### src/rtl/axis_dm_pkg.sv
// ============================================================================
// Module   : axis_dm_pkg
// Brief    : DataMover command/status field map, FSM states, command packing.
// Revision : 1.0
// ============================================================================
`default_nettype none

package axis_dm_pkg;

    localparam int CMD_W        = 72;
    localparam int CMD_TAG_LSB  = 64;
    localparam int CMD_ADDR_LSB = 32;
    localparam int CMD_DRR_BIT  = 31;
    localparam int CMD_EOF_BIT  = 30;
    localparam int CMD_DSA_LSB  = 24;
    localparam int CMD_TYPE_BIT = 23;
    localparam int BTT_W        = 23;

    localparam int STS_OKAY_BIT   = 7;
    localparam int STS_SLVERR_BIT = 6;
    localparam int STS_DECERR_BIT = 5;
    localparam int STS_INTERR_BIT = 4;
    localparam int STS_TAG_W      = 4;

    typedef enum logic [1:0] {
        ST_IDLE  = 2'd0,
        ST_ISSUE = 2'd1,
        ST_DRAIN = 2'd2,
        ST_ERROR = 2'd3
    } state_t;

    // EOF set, INCR burst, no DRR / DSA realignment.
    function automatic logic [CMD_W-1:0] pack_cmd(
        input logic [3:0]       tag,
        input logic [31:0]      addr,
        input logic [BTT_W-1:0] btt
    );
        logic [CMD_W-1:0] c;
        c                              = '0;
        c[CMD_TAG_LSB +: 4]            = tag;
        c[CMD_ADDR_LSB +: 32]          = addr;
        c[CMD_DRR_BIT]                 = 1'b0;
        c[CMD_EOF_BIT]                 = 1'b1;
        c[CMD_DSA_LSB +: 6]            = 6'd0;
        c[CMD_TYPE_BIT]                = 1'b1;
        c[BTT_W-1:0]                   = btt;
        return c;
    endfunction

endpackage

`default_nettype wire

### src/rtl/axis_cmd_gen_s2mm.sv
// ============================================================================
// Module   : axis_cmd_gen_s2mm
// Brief    : Splits a capture region into DataMover S2MM write commands and
//            tracks returned status. Option macro: S2MM_TAG_CHECK_EN.
// Revision : 1.0
// ============================================================================
`default_nettype none

module axis_cmd_gen_s2mm
    import axis_dm_pkg::*;
#(
    parameter int PACKET_SIZE     = 4096,
    parameter int MAX_OUTSTANDING = 4
) (
    input  logic        clk,
    input  logic        rst,
    input  logic        write_start,
    input  logic        write_reset,
    input  logic        continuous,
    input  logic [31:0] base_addr,
    input  logic [31:0] cap_size,
    output logic [71:0] m_axis_cmd_tdata,
    output logic        m_axis_cmd_tvalid,
    input  logic        m_axis_cmd_tready,
    input  logic [7:0]  s_axis_sts_tdata,
    input  logic        s_axis_sts_tvalid,
    output logic        s_axis_sts_tready,
    output logic        busy,
    output logic        done,
    output logic        wr_err,
    output logic [31:0] current_addr,
    output logic [7:0]  run_cycles,
    output logic [7:0]  datamover_status
);

    localparam logic [31:0] PKT     = 32'(PACKET_SIZE);
    localparam logic [3:0]  MAX_OUT = 4'(MAX_OUTSTANDING);

    function automatic logic [BTT_W-1:0] btt_of(input logic [31:0] rem);
        return (rem < PKT) ? rem[BTT_W-1:0] : PKT[BTT_W-1:0];
    endfunction

    state_t      state_q, state_d;
    logic [31:0] base_q, base_d;
    logic [31:0] size_q, size_d;
    logic [31:0] addr_q, addr_d;
    logic [31:0] remaining_q, remaining_d;
    logic [3:0]  outstanding_q, outstanding_d;
    logic [3:0]  tag_q, tag_d;
    logic        wr_err_q, wr_err_d;
    logic [7:0]  run_cycles_q, run_cycles_d;
    logic [31:0] current_addr_q, current_addr_d;
    logic [7:0]  sts_q, sts_d;
    logic        tvalid_q, tvalid_d;
    logic [71:0] tdata_q, tdata_d;
    logic        done_q, done_d;
    logic [3:0]  exp_tag_q, exp_tag_d;

    logic             cmd_hs;
    logic             sts_acc;
    logic             sts_bad;
    logic             can_issue;
    logic [BTT_W-1:0] cur_btt;

`ifndef S2MM_TAG_CHECK_EN
    logic unused_sts_tag;
    assign unused_sts_tag = ^{s_axis_sts_tdata[STS_TAG_W-1:0], exp_tag_q};
`endif

    always_comb begin
        cmd_hs  = tvalid_q & m_axis_cmd_tready;
        // A status with nothing outstanding is stray and is ignored entirely.
        sts_acc = s_axis_sts_tvalid && (outstanding_q != 4'd0);
        sts_bad = sts_acc && (!s_axis_sts_tdata[STS_OKAY_BIT]
                              || s_axis_sts_tdata[STS_SLVERR_BIT]
                              || s_axis_sts_tdata[STS_DECERR_BIT]
                              || s_axis_sts_tdata[STS_INTERR_BIT]);
        exp_tag_d = exp_tag_q;
`ifdef S2MM_TAG_CHECK_EN
        if (sts_acc) begin
            exp_tag_d = exp_tag_q + 4'd1;
            if (s_axis_sts_tdata[STS_TAG_W-1:0] != exp_tag_q) begin
                sts_bad = 1'b1;
            end
        end
`endif
        cur_btt = btt_of(remaining_q);

        state_d        = state_q;
        base_d         = base_q;
        size_d         = size_q;
        addr_d         = addr_q;
        remaining_d    = remaining_q;
        outstanding_d  = outstanding_q;
        tag_d          = tag_q;
        wr_err_d       = wr_err_q | sts_bad;
        run_cycles_d   = run_cycles_q;
        current_addr_d = current_addr_q;
        sts_d          = sts_q;
        tvalid_d       = tvalid_q;
        tdata_d        = tdata_q;
        done_d         = 1'b0;

        case ({cmd_hs, sts_acc})
            2'b10:   outstanding_d = outstanding_q + 4'd1;
            2'b01:   outstanding_d = outstanding_q - 4'd1;
            default: outstanding_d = outstanding_q;
        endcase

        if (sts_acc) begin
            sts_d = s_axis_sts_tdata;
        end

        if (cmd_hs) begin
            tag_d          = tag_q + 4'd1;
            current_addr_d = addr_q;
            addr_d         = addr_q + {9'd0, cur_btt};
            remaining_d    = remaining_q - {9'd0, cur_btt};
        end

        can_issue = (outstanding_d < MAX_OUT) && !wr_err_d;

        case (state_q)
            ST_IDLE: begin
                if (write_start && (cap_size != 32'd0)) begin
                    base_d      = base_addr;
                    size_d      = cap_size;
                    addr_d      = base_addr;
                    remaining_d = cap_size;
                    tvalid_d    = 1'b1;
                    tdata_d     = pack_cmd(tag_q, base_addr, btt_of(cap_size));
                    state_d     = ST_ISSUE;
                end
            end
            ST_ISSUE: begin
                if (cmd_hs && (remaining_q == {9'd0, cur_btt})) begin
                    tvalid_d = 1'b0;
                    state_d  = wr_err_d ? ST_ERROR : ST_DRAIN;
                end else if (tvalid_q && !cmd_hs) begin
                    // Presented command stays put until accepted, even on error.
                    tvalid_d = 1'b1;
                end else if (can_issue) begin
                    tvalid_d = 1'b1;
                    tdata_d  = pack_cmd(tag_d, addr_d, btt_of(remaining_d));
                end else begin
                    tvalid_d = 1'b0;
                    if (wr_err_d) begin
                        state_d = ST_ERROR;
                    end
                end
            end
            ST_DRAIN: begin
                if (wr_err_d) begin
                    state_d = ST_ERROR;
                end else if (outstanding_d == 4'd0) begin
                    run_cycles_d = run_cycles_q + 8'd1;
                    if (continuous) begin
                        addr_d      = base_q;
                        remaining_d = size_q;
                        tvalid_d    = 1'b1;
                        tdata_d     = pack_cmd(tag_d, base_q, btt_of(size_q));
                        state_d     = ST_ISSUE;
                    end else begin
                        done_d  = 1'b1;
                        state_d = ST_IDLE;
                    end
                end
            end
            ST_ERROR: begin
                tvalid_d = 1'b0;
            end
            default: begin
                state_d = ST_IDLE;
            end
        endcase

        if (write_reset) begin
            state_d        = ST_IDLE;
            tvalid_d       = 1'b0;
            tdata_d        = '0;
            outstanding_d  = 4'd0;
            tag_d          = 4'd0;
            exp_tag_d      = 4'd0;
            wr_err_d       = 1'b0;
            run_cycles_d   = 8'd0;
            current_addr_d = 32'd0;
            sts_d          = 8'd0;
            done_d         = 1'b0;
        end
    end

    always_ff @(posedge clk or posedge rst) begin
        if (rst) begin
            state_q        <= ST_IDLE;
            base_q         <= '0;
            size_q         <= '0;
            addr_q         <= '0;
            remaining_q    <= '0;
            outstanding_q  <= '0;
            tag_q          <= '0;
            exp_tag_q      <= '0;
            wr_err_q       <= 1'b0;
            run_cycles_q   <= '0;
            current_addr_q <= '0;
            sts_q          <= '0;
            tvalid_q       <= 1'b0;
            tdata_q        <= '0;
            done_q         <= 1'b0;
        end else begin
            state_q        <= state_d;
            base_q         <= base_d;
            size_q         <= size_d;
            addr_q         <= addr_d;
            remaining_q    <= remaining_d;
            outstanding_q  <= outstanding_d;
            tag_q          <= tag_d;
            exp_tag_q      <= exp_tag_d;
            wr_err_q       <= wr_err_d;
            run_cycles_q   <= run_cycles_d;
            current_addr_q <= current_addr_d;
            sts_q          <= sts_d;
            tvalid_q       <= tvalid_d;
            tdata_q        <= tdata_d;
            done_q         <= done_d;
        end
    end

    assign m_axis_cmd_tdata  = tdata_q;
    assign m_axis_cmd_tvalid = tvalid_q;
    assign s_axis_sts_tready = 1'b1;
    assign busy              = (state_q != ST_IDLE);
    assign done              = done_q;
    assign wr_err            = wr_err_q;
    assign current_addr      = current_addr_q;
    assign run_cycles        = run_cycles_q;
    assign datamover_status  = sts_q;

endmodule

`default_nettype wire

### config.mk
export PLATFORM = sky130hd
export DESIGN_NAME = axis_cmd_gen_s2mm
export DESIGN_NICKNAME = d
export VERILOG_FILES = /design/src/rtl/axis_dm_pkg.sv /design/src/rtl/axis_cmd_gen_s2mm.sv
export SDC_FILE = /design/constraint.sdc
export NUM_CORES = 1
export LEC_CHECK = 0
export CAP_MARGIN = 40
export CORE_MARGIN = 5
export CORE_UTILIZATION = 56
export CTS_CLUSTER_DIAMETER = 200
export DETAILED_ROUTE_END_ITERATION = 8
export PLACE_DENSITY = 0.82
export SLEW_MARGIN = 20
export SYNTH_ARGS = -nofsm -noshare
export SYNTH_HDL_FRONTEND = slang
export SYNTH_SLANG_ARGS = --single-unit
export TNS_END_PERCENT = 20
### constraint.sdc
create_clock -name clk -period 10 [get_ports clk]
set_input_delay 2.5 -clock clk [delete_from_list [all_inputs] [get_ports clk]]
set_output_delay 2.5 -clock clk [all_outputs]
set_load 0.05 [all_outputs]
==> impl_metrics.csv <==
group,metric,value,unit
synth,synth_edf_count,0,
cts,tritoncts,"yes",
cells_and_area,antenna_cells,0,
timing,fin_skew,16.5,ps
critical_path,critical_path.cell_chain,"clkdlybuf4s50_1 -> and2_2 -> inv_2 -> ha_1 -> ha_1 -> a21o_1 -> a21oi_1 -> xnor3_1 -> o31ai_4 -> nand4_4 -> buf_4 -> a2111oi_1 -> a31oi_1 -> o41ai_1",
timing,finalMaxSlewViolations,0,
synth,ys_warn_count,0,
route,post_drt_wl_per_cell,20.8,um
die,coreArea,0.0251,mm2
synth,synthesis.instances,1677,
critical_path,cp.arrival,7230,ps
cells_and_area,fin_util,69.1,%
route,vias,13900,
die,dieWidth,170,um
timing,period_needed,6800,ps
critical_path,path_common_cell,"ha_1",
critical_path,crit_path_end,"m_axis_cmd_tdata[60]",
critical_path,reg2reg_to,"m_axis_cmd_tdata[60]",
timing,rsz0062_at_grt,"no",
timing,worst_pin_slew,895,ps
global_routing,grt-ovfl-total,0,
cts,cts_sinks,249,
cts,htree_levels,1,
route,post-route-drc-count,0,
power_and_ir_drop,max-vdd-ir-drop,205,uV
cts,cts_hold_buffers,0,
cells_and_area,final_cell_mix,"397 x nand2_1, 249 x dfrtp_1, 190 x clkdlybuf4s50_1, 150 x a21oi_1, 143 x nor2_1",
timing,final.setup.tns,0,ps
cts,ctsResizeCount,0,
die,initial_core_util,56.8,%
place,place_ws,2680,ps
critical_path,critical-path-max-stage-delay,610,ps
critical_path,reg2reg_from,"outstanding_q[0]",
cts,clock_latency,550,ps
outcome,status,"finished clean",
critical_path,r2r_cells,13,
synth,yosysSeqAreaShare,43.7,%
timing,setup_violations,0,
place,hpwlAfterDp,30100,um
critical_path,crit_path_top_delay_cell,"nand4_4",
route,wirelength,45100,um
global_routing,track_usage,30.7,%
timing,hold_violations,0,
place,port_buffers,191,
cells_and_area,final_cells,2171,
cells_and_area,fill_cells,1997,
cts,clock_path_buffers,3,
place,place_inst,2123,
die,io_pins,204,
critical_path,cp-end-kind,"flip-flop",
cts,post_cts_buffers,0,
critical_path,critPathKind,"input port to flip-flop",
critical_path,start_kind,"input port",
global_routing,grt_pass1_vias,13700,
critical_path,cp_max_fo,52,
cts,clk_pin_slew,60,ps
global_routing,antenna_found_initial,0,
timing,fmax,147,MHz
synth,dominantRegCellSynth,"dfrtp_1",
power_and_ir_drop,p_per_area,284,mW/mm2
die,rows,58,
timing,layout_setup_ws,3200,ps
worst_hold_path,hp-class,"flip-flop to flip-flop",
synth,async_reset_ff_share,100,%
die,dieArea,0.0288,mm2
synth,synth_area,0.0143,mm2
cts,cts_root_buf,"clkbuf_16",
die,die_y,170,um
cells_and_area,final_common_cell,"nand2_1",
timing,fin_crit_sh,68.0,%
cells_and_area,drive_gt1_share,5.59,%
critical_path,cp-startpoint,"m_axis_cmd_tready",
timing,slew_headroom,39.9,%
synth,synth.avg_cell_area,8.51,um2
place,gp_congestion,0.963,
route,antenna_left,0,
global_routing,grt_max_degree,109,
critical_path,r2r_setup_slack,4990,ps
power_and_ir_drop,leakage,0.00740,uW
global_routing,grt_pass1_wl,71900,um
route,dr.pass1.iters,8,
synth,ys_seq_elements,249,
power_and_ir_drop,totalPowerFinal,4930,uW
cts,cts_made_buffers,27,
critical_path,crit_required,10430,ps
route,first_iter_violations,1550,
synth,synth_cell_type_count,93,
cells_and_area,num-nets-final,1940,
cells_and_area,area_delta_synth_final,21.6,%
run,drv_cap,0,
route,via_per_inst,6.40,
flip-flops by register name, indices dropped and copies added, names as in the netlist:
name / count
addr_q: 32
base_q: 32
current_addr: 32
datamover_status: 8
done: 1
m_axis_cmd_tdata: 60
m_axis_cmd_tvalid: 1
outstanding_q: 4
remaining_q: 32
run_cycles: 8
size_q: 32
state_q: 2
tag_q: 4
wr_err: 1
per-stage QoR:
step | area, um2 | hold slack (ps)
6_report | 17400 | 483
5_1_grt | 17400 | 496
4_1_cts | 17300 | 490
3_5_place_dp | 16400 | 470
3_3_place_gp | 16300 | 470
2_1_floorplan | 14400 | 460
logic make-up (layout without fill, tap and decap cells):
family | count (synthesis) | after routing | synth area share (%)
AO/OA/AOI/OAI | 436 | 436 | 20.8
XOR/XNOR | 50 | 50 | 3.26
adder cells (fa/ha/maj) | 35 | 35 | 3.17
buffers and inverters | 146 | 289 | 4.45
flip-flops | 249 | 249 | 43.7
multiplexers | 19 | 19 | 1.36
other | 2 | 23 | 0.0526
AND/OR/NAND/NOR | 740 | 740 | 23.3
worst max-delay path, delay by kind of cell:
family                     cells  cell delay, ps
adders and majority gates      2             650
and+or+nand+nor                2            1170
AOI/OAI and AO/OA              6            1360
buffers and inverters          3            1190
xor gates and xnor gates       1             310
cells in the mapped netlist (all sizes together), types with 4 or more instances:
master   number  area share [%]
a2111oi       4            0.25
a211oi       32             1.7
a21o         12            0.63
a21oi       151             5.4
a221o        25             1.8
a221oi       17             1.1
a22oi        16            0.84
a2bb2oi       4            0.25
a311oi        5            0.31
a31oi         9            0.39
a32o          4            0.28
a41oi         4            0.25
and2         30             1.3
and3          8            0.35
buf          43             1.7
clkbuf       77             2.0
dfrtp       249              44
ha           33             2.9
inv          24            0.65
mux2i        16             1.1
nand2       397              10
nand2b       11            0.53
nand3        46             1.6
nand4        13            0.68
nor2        145             3.8
nor2b         5            0.22
nor3         25            0.96
nor4         29             1.6
nor4b         4            0.25
o211ai       29             1.5
o21a          4            0.21
o21ai        65             2.3
o31ai         8            0.52
o41ai        13            0.98
or3          10            0.44
or4           4            0.24
xnor2        27             1.7
xor2         21             1.3
where the power goes:
part / switching, uW / total [uW] / internal, uW
Clock: 415 / 987 / 572
Sequential: 336 / 1640 / 1300
Combinational: 1490 / 2300 / 808
worst min-delay path by stage:
stage                                    start              endpoint  slack, ps  cells after the start
after floorplan                     base_q[30]            base_q[30]        460                      2
after global placement    m_axis_cmd_tdata[19]  m_axis_cmd_tdata[19]        470                      1
after detailed placement  m_axis_cmd_tdata[18]  m_axis_cmd_tdata[18]        470                      1
after CTS                 m_axis_cmd_tdata[20]  m_axis_cmd_tdata[20]        490                      1
after global routing      m_axis_cmd_tdata[20]  m_axis_cmd_tdata[20]        500                      1
final                     m_axis_cmd_tdata[18]  m_axis_cmd_tdata[18]        480                      1
final cells by class:
| type | instances | area, um2 | share of cell area [%] |
|---|---|---|---|
| Multi-Input combinational cell | 1303 | 7530 | 43.4 |
| Sequential cell | 249 | 6230 | 35.9 |
| Timing Repair Buffer | 219 | 2230 | 12.9 |
| Clock buffer | 35 | 746 | 4.30 |
| Tap cell | 330 | 413 | 2.38 |
| Inverter | 26 | 108 | 0.620 |
| Clock inverter | 9 | 106 | 0.613 |
routing by layer:
| layer | GRT usage [%] | routed length, um | vias up | share of wire, % |
|---|---|---|---|---|
| met5 | 0 | 0 | - | 0 |
| met4 | 13.1 | 2000 | 0 | 4.4 |
| met3 | 6.64 | 4470 | 158 | 9.9 |
| met2 | 48.8 | 20600 | 816 | 46 |
| met1 | 40.9 | 18000 | 6680 | 40 |
| li1 | - | - | 6242 | - |
No activity file was read; power rests on OpenSTA's default activity.
